**src/rtl/hazard_pkg.sv**
```systemverilog
// Shared types and constants for the pipeline hazard controller.
package hazard_pkg;

  typedef enum logic [1:0] {
    RUN      = 2'd0,
    MEM_WAIT = 2'd1,
    REDIRECT = 2'd2
  } state_t;

  typedef logic [4:0] reg_idx_t;

  localparam reg_idx_t X0 = 5'd0;

  // Field order matches the pipeline-control outputs, MSB first.
  typedef struct packed {
    logic pc_write;
    logic if_id_write;
    logic if_id_flush;
    logic id_ex_flush;
    logic ex_mem_hold;
  } ctrl_t;

  localparam ctrl_t CTRL_IDLE      = 5'b11000;
  localparam ctrl_t CTRL_MEM_STALL = 5'b00001;
  localparam ctrl_t CTRL_FLUSH     = 5'b11110;
  localparam ctrl_t CTRL_LU_STALL  = 5'b00010;
  localparam ctrl_t CTRL_RESET     = 5'b00110;

endpackage

```
**src/rtl/hazard_ctrl_if.sv**
```systemverilog
// Pipeline-side signal bundle of the hazard controller.
interface hazard_ctrl_if;

  hazard_pkg::reg_idx_t IF_ID_Rs1;
  hazard_pkg::reg_idx_t IF_ID_Rs2;
  hazard_pkg::reg_idx_t ID_EX_Rd;
  logic                 ID_EX_MemRead;
  logic                 EX_BranchTaken;
  logic                 EX_MEM_MemAccess;
  logic                 dmem_ready;
  logic                 PC_Write;
  logic                 IF_ID_Write;
  logic                 IF_ID_Flush;
  logic                 ID_EX_Flush;
  logic                 EX_MEM_Hold;

  modport master (
    output IF_ID_Rs1, IF_ID_Rs2, ID_EX_Rd, ID_EX_MemRead,
    output EX_BranchTaken, EX_MEM_MemAccess, dmem_ready,
    input  PC_Write, IF_ID_Write, IF_ID_Flush, ID_EX_Flush, EX_MEM_Hold
  );

  modport slave (
    input  IF_ID_Rs1, IF_ID_Rs2, ID_EX_Rd, ID_EX_MemRead,
    input  EX_BranchTaken, EX_MEM_MemAccess, dmem_ready,
    output PC_Write, IF_ID_Write, IF_ID_Flush, ID_EX_Flush, EX_MEM_Hold
  );

endinterface

```
**src/rtl/hazard_ctrl_load_use_detect.sv**
```systemverilog
// Purely combinational load-use hazard detector; loads into x0 never stall.
module load_use_detect
  import hazard_pkg::*;
(
  input  logic     mem_read,
  input  reg_idx_t rd,
  input  reg_idx_t rs1,
  input  reg_idx_t rs2,
  output logic     hazard
);

  assign hazard = mem_read && (rd != X0) && ((rd == rs1) || (rd == rs2));

endmodule

```
**src/rtl/hazard_ctrl.sv**
```systemverilog
// Pipeline hazard controller: memory stall > taken branch > load-use, Mealy outputs.
// Define HAZARD_PERF_CNT_EN to add saturating stall/flush performance counters.
module hazard_ctrl
  import hazard_pkg::*;
(
  input  logic          clk,
  input  logic          rst_n,
  hazard_ctrl_if.slave  bus,
  output logic [1:0]    state_o
`ifdef HAZARD_PERF_CNT_EN
  ,
  output logic [15:0]   stall_cnt,
  output logic [15:0]   flush_cnt
`endif
);

  state_t state, state_nxt;
  logic   pend_flush, pend_nxt;
  logic   lu, ms;
  ctrl_t  ctrl;

  load_use_detect u_lu (
    .mem_read (bus.ID_EX_MemRead),
    .rd       (bus.ID_EX_Rd),
    .rs1      (bus.IF_ID_Rs1),
    .rs2      (bus.IF_ID_Rs2),
    .hazard   (lu)
  );

  assign ms = bus.EX_MEM_MemAccess && !bus.dmem_ready;

  // NOTE: sequential state uses non-blocking assignments so every flop samples pre-edge values.
  always_ff @(posedge clk) begin
    if (!rst_n) begin
      state      <= RUN;
      pend_flush <= 1'b0;
    end else begin
      state      <= state_nxt;
      pend_flush <= pend_nxt;
    end
  end

  // A branch that lands inside a memory wait is remembered and replayed as REDIRECT.
  always_comb begin
    // NOTE: defaults first so no path leaves a variable unassigned (no latches).
    state_nxt = state;
    pend_nxt  = pend_flush;
    case (state)
      RUN: begin
        if (ms) begin
          state_nxt = MEM_WAIT;
          pend_nxt  = pend_flush | bus.EX_BranchTaken;
        end
      end
      MEM_WAIT: begin
        if (ms) begin
          pend_nxt = pend_flush | bus.EX_BranchTaken;
        end else begin
          state_nxt = pend_flush ? REDIRECT : RUN;
          pend_nxt  = 1'b0;
        end
      end
      REDIRECT: begin
        if (ms) begin
          state_nxt = MEM_WAIT;
          pend_nxt  = 1'b1;
        end else begin
          state_nxt = RUN;
        end
      end
      default: begin
        state_nxt = RUN;
        pend_nxt  = 1'b0;
      end
    endcase
  end

  always_comb begin
    ctrl = CTRL_IDLE;
    if (!rst_n) begin
      ctrl = CTRL_RESET;
    end else if (ms) begin
      ctrl = CTRL_MEM_STALL;
    end else begin
      case (state)
        RUN: begin
          if (bus.EX_BranchTaken) ctrl = CTRL_FLUSH;
          else if (lu)            ctrl = CTRL_LU_STALL;
        end
        REDIRECT: ctrl = CTRL_FLUSH;
        default:  ctrl = CTRL_IDLE;
      endcase
    end
  end

  assign bus.PC_Write    = ctrl.pc_write;
  assign bus.IF_ID_Write = ctrl.if_id_write;
  assign bus.IF_ID_Flush = ctrl.if_id_flush;
  assign bus.ID_EX_Flush = ctrl.id_ex_flush;
  assign bus.EX_MEM_Hold = ctrl.ex_mem_hold;
  assign state_o         = state;

`ifdef HAZARD_PERF_CNT_EN
  always_ff @(posedge clk) begin
    if (!rst_n) begin
      stall_cnt <= '0;
      flush_cnt <= '0;
    end else begin
      if (!ctrl.pc_write && (stall_cnt != 16'hFFFF)) stall_cnt <= stall_cnt + 16'd1;
      if (ctrl.if_id_flush && (flush_cnt != 16'hFFFF)) flush_cnt <= flush_cnt + 16'd1;
    end
  end
`endif

endmodule

```
**src/flat_wrapper.sv**
```systemverilog
// flat-port wrapper written by rule: the top's interface ports become plain ports
module hazard_ctrl_flat import hazard_pkg::*;
  (clk, rst_n, state_o, bus_IF_ID_Rs1, bus_IF_ID_Rs2, bus_ID_EX_Rd, bus_ID_EX_MemRead, bus_EX_BranchTaken, bus_EX_MEM_MemAccess, bus_dmem_ready, bus_PC_Write, bus_IF_ID_Write, bus_IF_ID_Flush, bus_ID_EX_Flush, bus_EX_MEM_Hold);
  hazard_ctrl_if bus_i ();
  input  logic clk;
  input  logic rst_n;
  output logic [1:0] state_o;
  input wire logic [$bits(bus_i.IF_ID_Rs1)-1:0] bus_IF_ID_Rs1;
  input wire logic [$bits(bus_i.IF_ID_Rs2)-1:0] bus_IF_ID_Rs2;
  input wire logic [$bits(bus_i.ID_EX_Rd)-1:0] bus_ID_EX_Rd;
  input wire logic [$bits(bus_i.ID_EX_MemRead)-1:0] bus_ID_EX_MemRead;
  input wire logic [$bits(bus_i.EX_BranchTaken)-1:0] bus_EX_BranchTaken;
  input wire logic [$bits(bus_i.EX_MEM_MemAccess)-1:0] bus_EX_MEM_MemAccess;
  input wire logic [$bits(bus_i.dmem_ready)-1:0] bus_dmem_ready;
  output wire logic [$bits(bus_i.PC_Write)-1:0] bus_PC_Write;
  output wire logic [$bits(bus_i.IF_ID_Write)-1:0] bus_IF_ID_Write;
  output wire logic [$bits(bus_i.IF_ID_Flush)-1:0] bus_IF_ID_Flush;
  output wire logic [$bits(bus_i.ID_EX_Flush)-1:0] bus_ID_EX_Flush;
  output wire logic [$bits(bus_i.EX_MEM_Hold)-1:0] bus_EX_MEM_Hold;
  assign bus_i.IF_ID_Rs1 = bus_IF_ID_Rs1;
  assign bus_i.IF_ID_Rs2 = bus_IF_ID_Rs2;
  assign bus_i.ID_EX_Rd = bus_ID_EX_Rd;
  assign bus_i.ID_EX_MemRead = bus_ID_EX_MemRead;
  assign bus_i.EX_BranchTaken = bus_EX_BranchTaken;
  assign bus_i.EX_MEM_MemAccess = bus_EX_MEM_MemAccess;
  assign bus_i.dmem_ready = bus_dmem_ready;
  assign bus_PC_Write = bus_i.PC_Write;
  assign bus_IF_ID_Write = bus_i.IF_ID_Write;
  assign bus_IF_ID_Flush = bus_i.IF_ID_Flush;
  assign bus_ID_EX_Flush = bus_i.ID_EX_Flush;
  assign bus_EX_MEM_Hold = bus_i.EX_MEM_Hold;
  hazard_ctrl u_core (.clk(clk), .rst_n(rst_n), .bus(bus_i), .state_o(state_o));
endmodule
```
**config.mk**
```make
export PLATFORM = sky130hd
export DESIGN_NAME = hazard_ctrl_flat
export DESIGN_NICKNAME = d
export VERILOG_FILES = /design/src/rtl/hazard_pkg.sv /design/src/rtl/hazard_ctrl_if.sv /design/src/rtl/hazard_ctrl_load_use_detect.sv /design/src/rtl/hazard_ctrl.sv /design/src/flat_wrapper.sv
export SDC_FILE = /design/constraint.sdc
export NUM_CORES = 1
export LEC_CHECK = 0
export BUFFER_PORTS_ARGS = -buffer_cell sky130_fd_sc_hd__buf_2
export CAP_MARGIN = 20
export CORE_AREA = 3 3 40 42
export DETAILED_ROUTE_END_ITERATION = 10
export DIE_AREA = 0 0 43 45
export PLACE_DENSITY = 0.55
export SLEW_MARGIN = 20
export SYNTH_ARGS = -nofsm -noshare
export SYNTH_HDL_FRONTEND = slang
export SYNTH_SLANG_ARGS = --single-unit
export TNS_END_PERCENT = 10
```
**constraint.sdc**
```tcl
create_clock -name clk -period 1.8 [get_ports clk]
set_input_delay 0.45 -clock clk [delete_from_list [all_inputs] [get_ports clk]]
set_output_delay 0.45 -clock clk [all_outputs]
set_load 0.01 [all_outputs]
```
==> key figures <==
Clock network
  – Clock sink count: 3
  – CTS Hold Bufs: 0
  – Post-CTS Repair Setup Buffers: 0
  – CTS tree: yes
  – CTS Root Cell: clkbuf_4
  – Cts bufs inserted: 3
  – Skew-Pair Late Insertion Delay: 240 ps
  – Clk slew on worst S/H paths: 30 ps
  – Clock Path Buffers: 2
  – Htree depth: 1

Synthesis
  – Number of synthesized flops with an enable pin: 0
  – Syn Nets: 58
  – FF+latch count, synth: 3
  – Asr flop ratio synth: 0
  – Most used DFF post-synth: dfxtp_1
  – Top post-synthesis cells by count: xor2_1, nor2_1, dfxtp_1, nor3_1
  – Post-synth top area share: 0.297
  – Dominant cell by count in the synthesized netlist: xor2_1
  – Netlist Area Pre-Place: 295 sq um
  – Mean Syn Cell Area: 7.98 sq um
  – Post-synth cell types: 19
  – Gate Count Post-Synth: 37
  – Sequential area share after synthesis: 0.203
  – Synth Warn #: 0
  – Synth top area cells: xor2_1, dfxtp_1, nor3_1
  – Synth area leader: xor2_1

Final layout
  – Layout cells sized above 1: 0.507
  – Non-Filler Instances: 86
  – Finished Core Util: 0.420
  – Final #Nets: 93
  – Diode count: 0
  – Area growth syn-to-layout: 82.6%

Placed design
  – Final HPWL DP: 771 microns
  – Placed insts: 82
  – Buffers added on ports: 27
  – Placer congestion estimate: 0.685

Power
  – Peak supply drop: 0.457 mV
  – Total power density per cell area: 526 nW/um^2
  – Leak Pwr: 0.282 nW

Die
  – Die Area: 1940 sq um
  – Die Y: 45 microns
  – Initial Util: 0.230
  – I/O pins: 28
  – Core outline area: 1280 sq um
  – FP Rows: 13
  – Chip Width: 43 microns

Run status
  – Status: complete, but fails checks
  – Failing checks: setup timing

STA
  – Worst Setup Slack, final: -182 ps
  – Worst Tran Pin Value: 275 ps
  – Setup Viol. Count Final: 3
  – Slew margin rel.: 0.815
  – Min Tclk post-route: 1980 ps
  – Final-report hold violation count: 0
  – Final period util: 1.10
  – Setup Skew: 4.72 ps
  – Highest Clock Rate: 504 MHz
  – Final TNS setup: -518 ps
  – Slew Viols, Final: 0
  – RSZ-0062 raised after global routing: true

GRT
  – Initial antenna violation count: 0
  – Total GRT Usage: 0.0982
  – Vias in the first global route: 381
  – Largest net degree at the start of global routing: 7
  – GR Overflow Total: 0
  – First-pass GRT wire length: 1.44 mm

Detailed routing
  – Remaining DRCs: 0
  – WL final: 963 microns
  – Routed via count: 379
  – Via/cell ratio: 4.41
  – ANT nets after route: 0
  – Routed WL per cell: 11.2 microns
  – Initial DRC count: 3
  – Drt first pass iters: 2

Setup path
  – Cell family with most CP delay: simple AND/OR/NAND/NOR gates
  – CP max stage delay: 520 ps
  – WS Path Type: in -> out
  – CP bufs+invs: 2
  – Crit-path cells: buf_8, or4_4, o21ai_2, o311a_1, buf_2
  – Stages on worst setup path: 5
  – Type of destination of the critical path: primary output
  – Worst setup SP type: input port
  – CP required: 1350 ps
  – CP max FO: 3
  – Crit path DAT: 1530 ps
  – Reg2Reg Depth: 3
  – Worst path slowest cell: or4_4

Hold path
  – Hold Path Stages: 2
  – Hold crit path type: reg -> reg

Run
  – Max Cap Viol: 0
[kinds of logic after synthesis]
family	Yosys count	share of synthesized area
and+or+nand+nor	15	0.258
xor gates and xnor gates	10	0.297
AOI/OAI and AO/OA	8	0.216
DFF	3	0.203
buffers and inverters	1	0.0254
[cell usage in the layout, fill, tap and decap left out]
master    Yosys  routed
buf_2         0      21
xor2_1       10      10
buf_4         1       5
nor2_1        4       4
buf_6         0       4
nor3_1        3       3
clkbuf_4      0       3
dfxtp_1       3       3
or3_1         2       2
nand2_1       2       2
nor2b_1       1       1
o31ai_1       1       1
a22oi_1       1       1
or4_4         0       1
o21ai_2       1       1
o21bai_1      1       1
and2_1        1       1
nand2b_1      1       1
o311a_1       1       1
a21boi_0      1       1
o21ai_0       1       1
o211a_1       1       1
clkbuf_1      0       1
buf_8         0       1
[final timing paths]
path | start | endpoint | slack [ps]
max reg2reg | u_core.state_o[1]$_SDFFE_PN0P_ | u_core.pend_flush$_SDFFE_PN0P_ | 990
max | bus_ID_EX_Rd[1] | bus_IF_ID_Write | -180
min reg2reg | u_core.pend_flush$_SDFFE_PN0P_ | u_core.state_o[1]$_SDFFE_PN0P_ | 430
min | u_core.pend_flush$_SDFFE_PN0P_ | u_core.state_o[1]$_SDFFE_PN0P_ | 430
[flip-flops by register name (all words and copies together) (netlist names)]
signal and count:
u_core.state_o 2, u_core.pend_flush 1
[where the power goes]
part           leakage, nW  internal, mW  switching (mW)
sequential          0.0245        0.0691         0.00109
combinational        0.242        0.0540          0.0410
clock               0.0150        0.0830          0.0353
total                0.282         0.206          0.0774
[stage by stage]
| stage | hold slack [ps] | power, mW | setup WS [ps] | area, sq um |
|---|---|---|---|---|
| after floorplan | 414 | 0.112 | -106 | 295 |
| after global placement | 424 | 0.157 | -220 | 472 |
| after detailed placement | 434 | 0.157 | -196 | 472 |
| after CTS | 434 | 0.285 | -172 | 523 |
| after global routing | 442 | 0.306 | -226 | 539 |
| final | 435 | 0.284 | -182 | 539 |
[metal layers]
metal / part of all wire / track usage / vias up
li1: - / - / 197
met1: 0.40 / 0.101 / 172
met2: 0.53 / 0.186 / 10
met3: 0.072 / 0.0438 / 0
met4: 0 / 0.0181 / 0
met5: 0 / 0 / -
[what timing repair did]
| item | CTS | global route |
|---|---|---|
| setup endpoints to repair | 3 | 3 |
| pin swaps | 3 | 4 |
| resized for setup | 7 | 4 |
[cell type report]
class | count | area, sq um
Fill cell | 144 | 746
Multi-Input combinational cell | 33 | 231
Timing Repair Buffer | 31 | 203
Sequential cell | 3 | 60.1
Clock buffer | 4 | 26.3
Tap cell | 15 | 18.8
[worst register-to-register path, delay by kind of cell (launching register included)]
family / cells / cell delay [ps]
AOI/OAI and AO/OA: 1 / 190
DFF: 1 / 310
and+or+nand+nor: 2 / 200
Power figures use the tool's default switching activity.
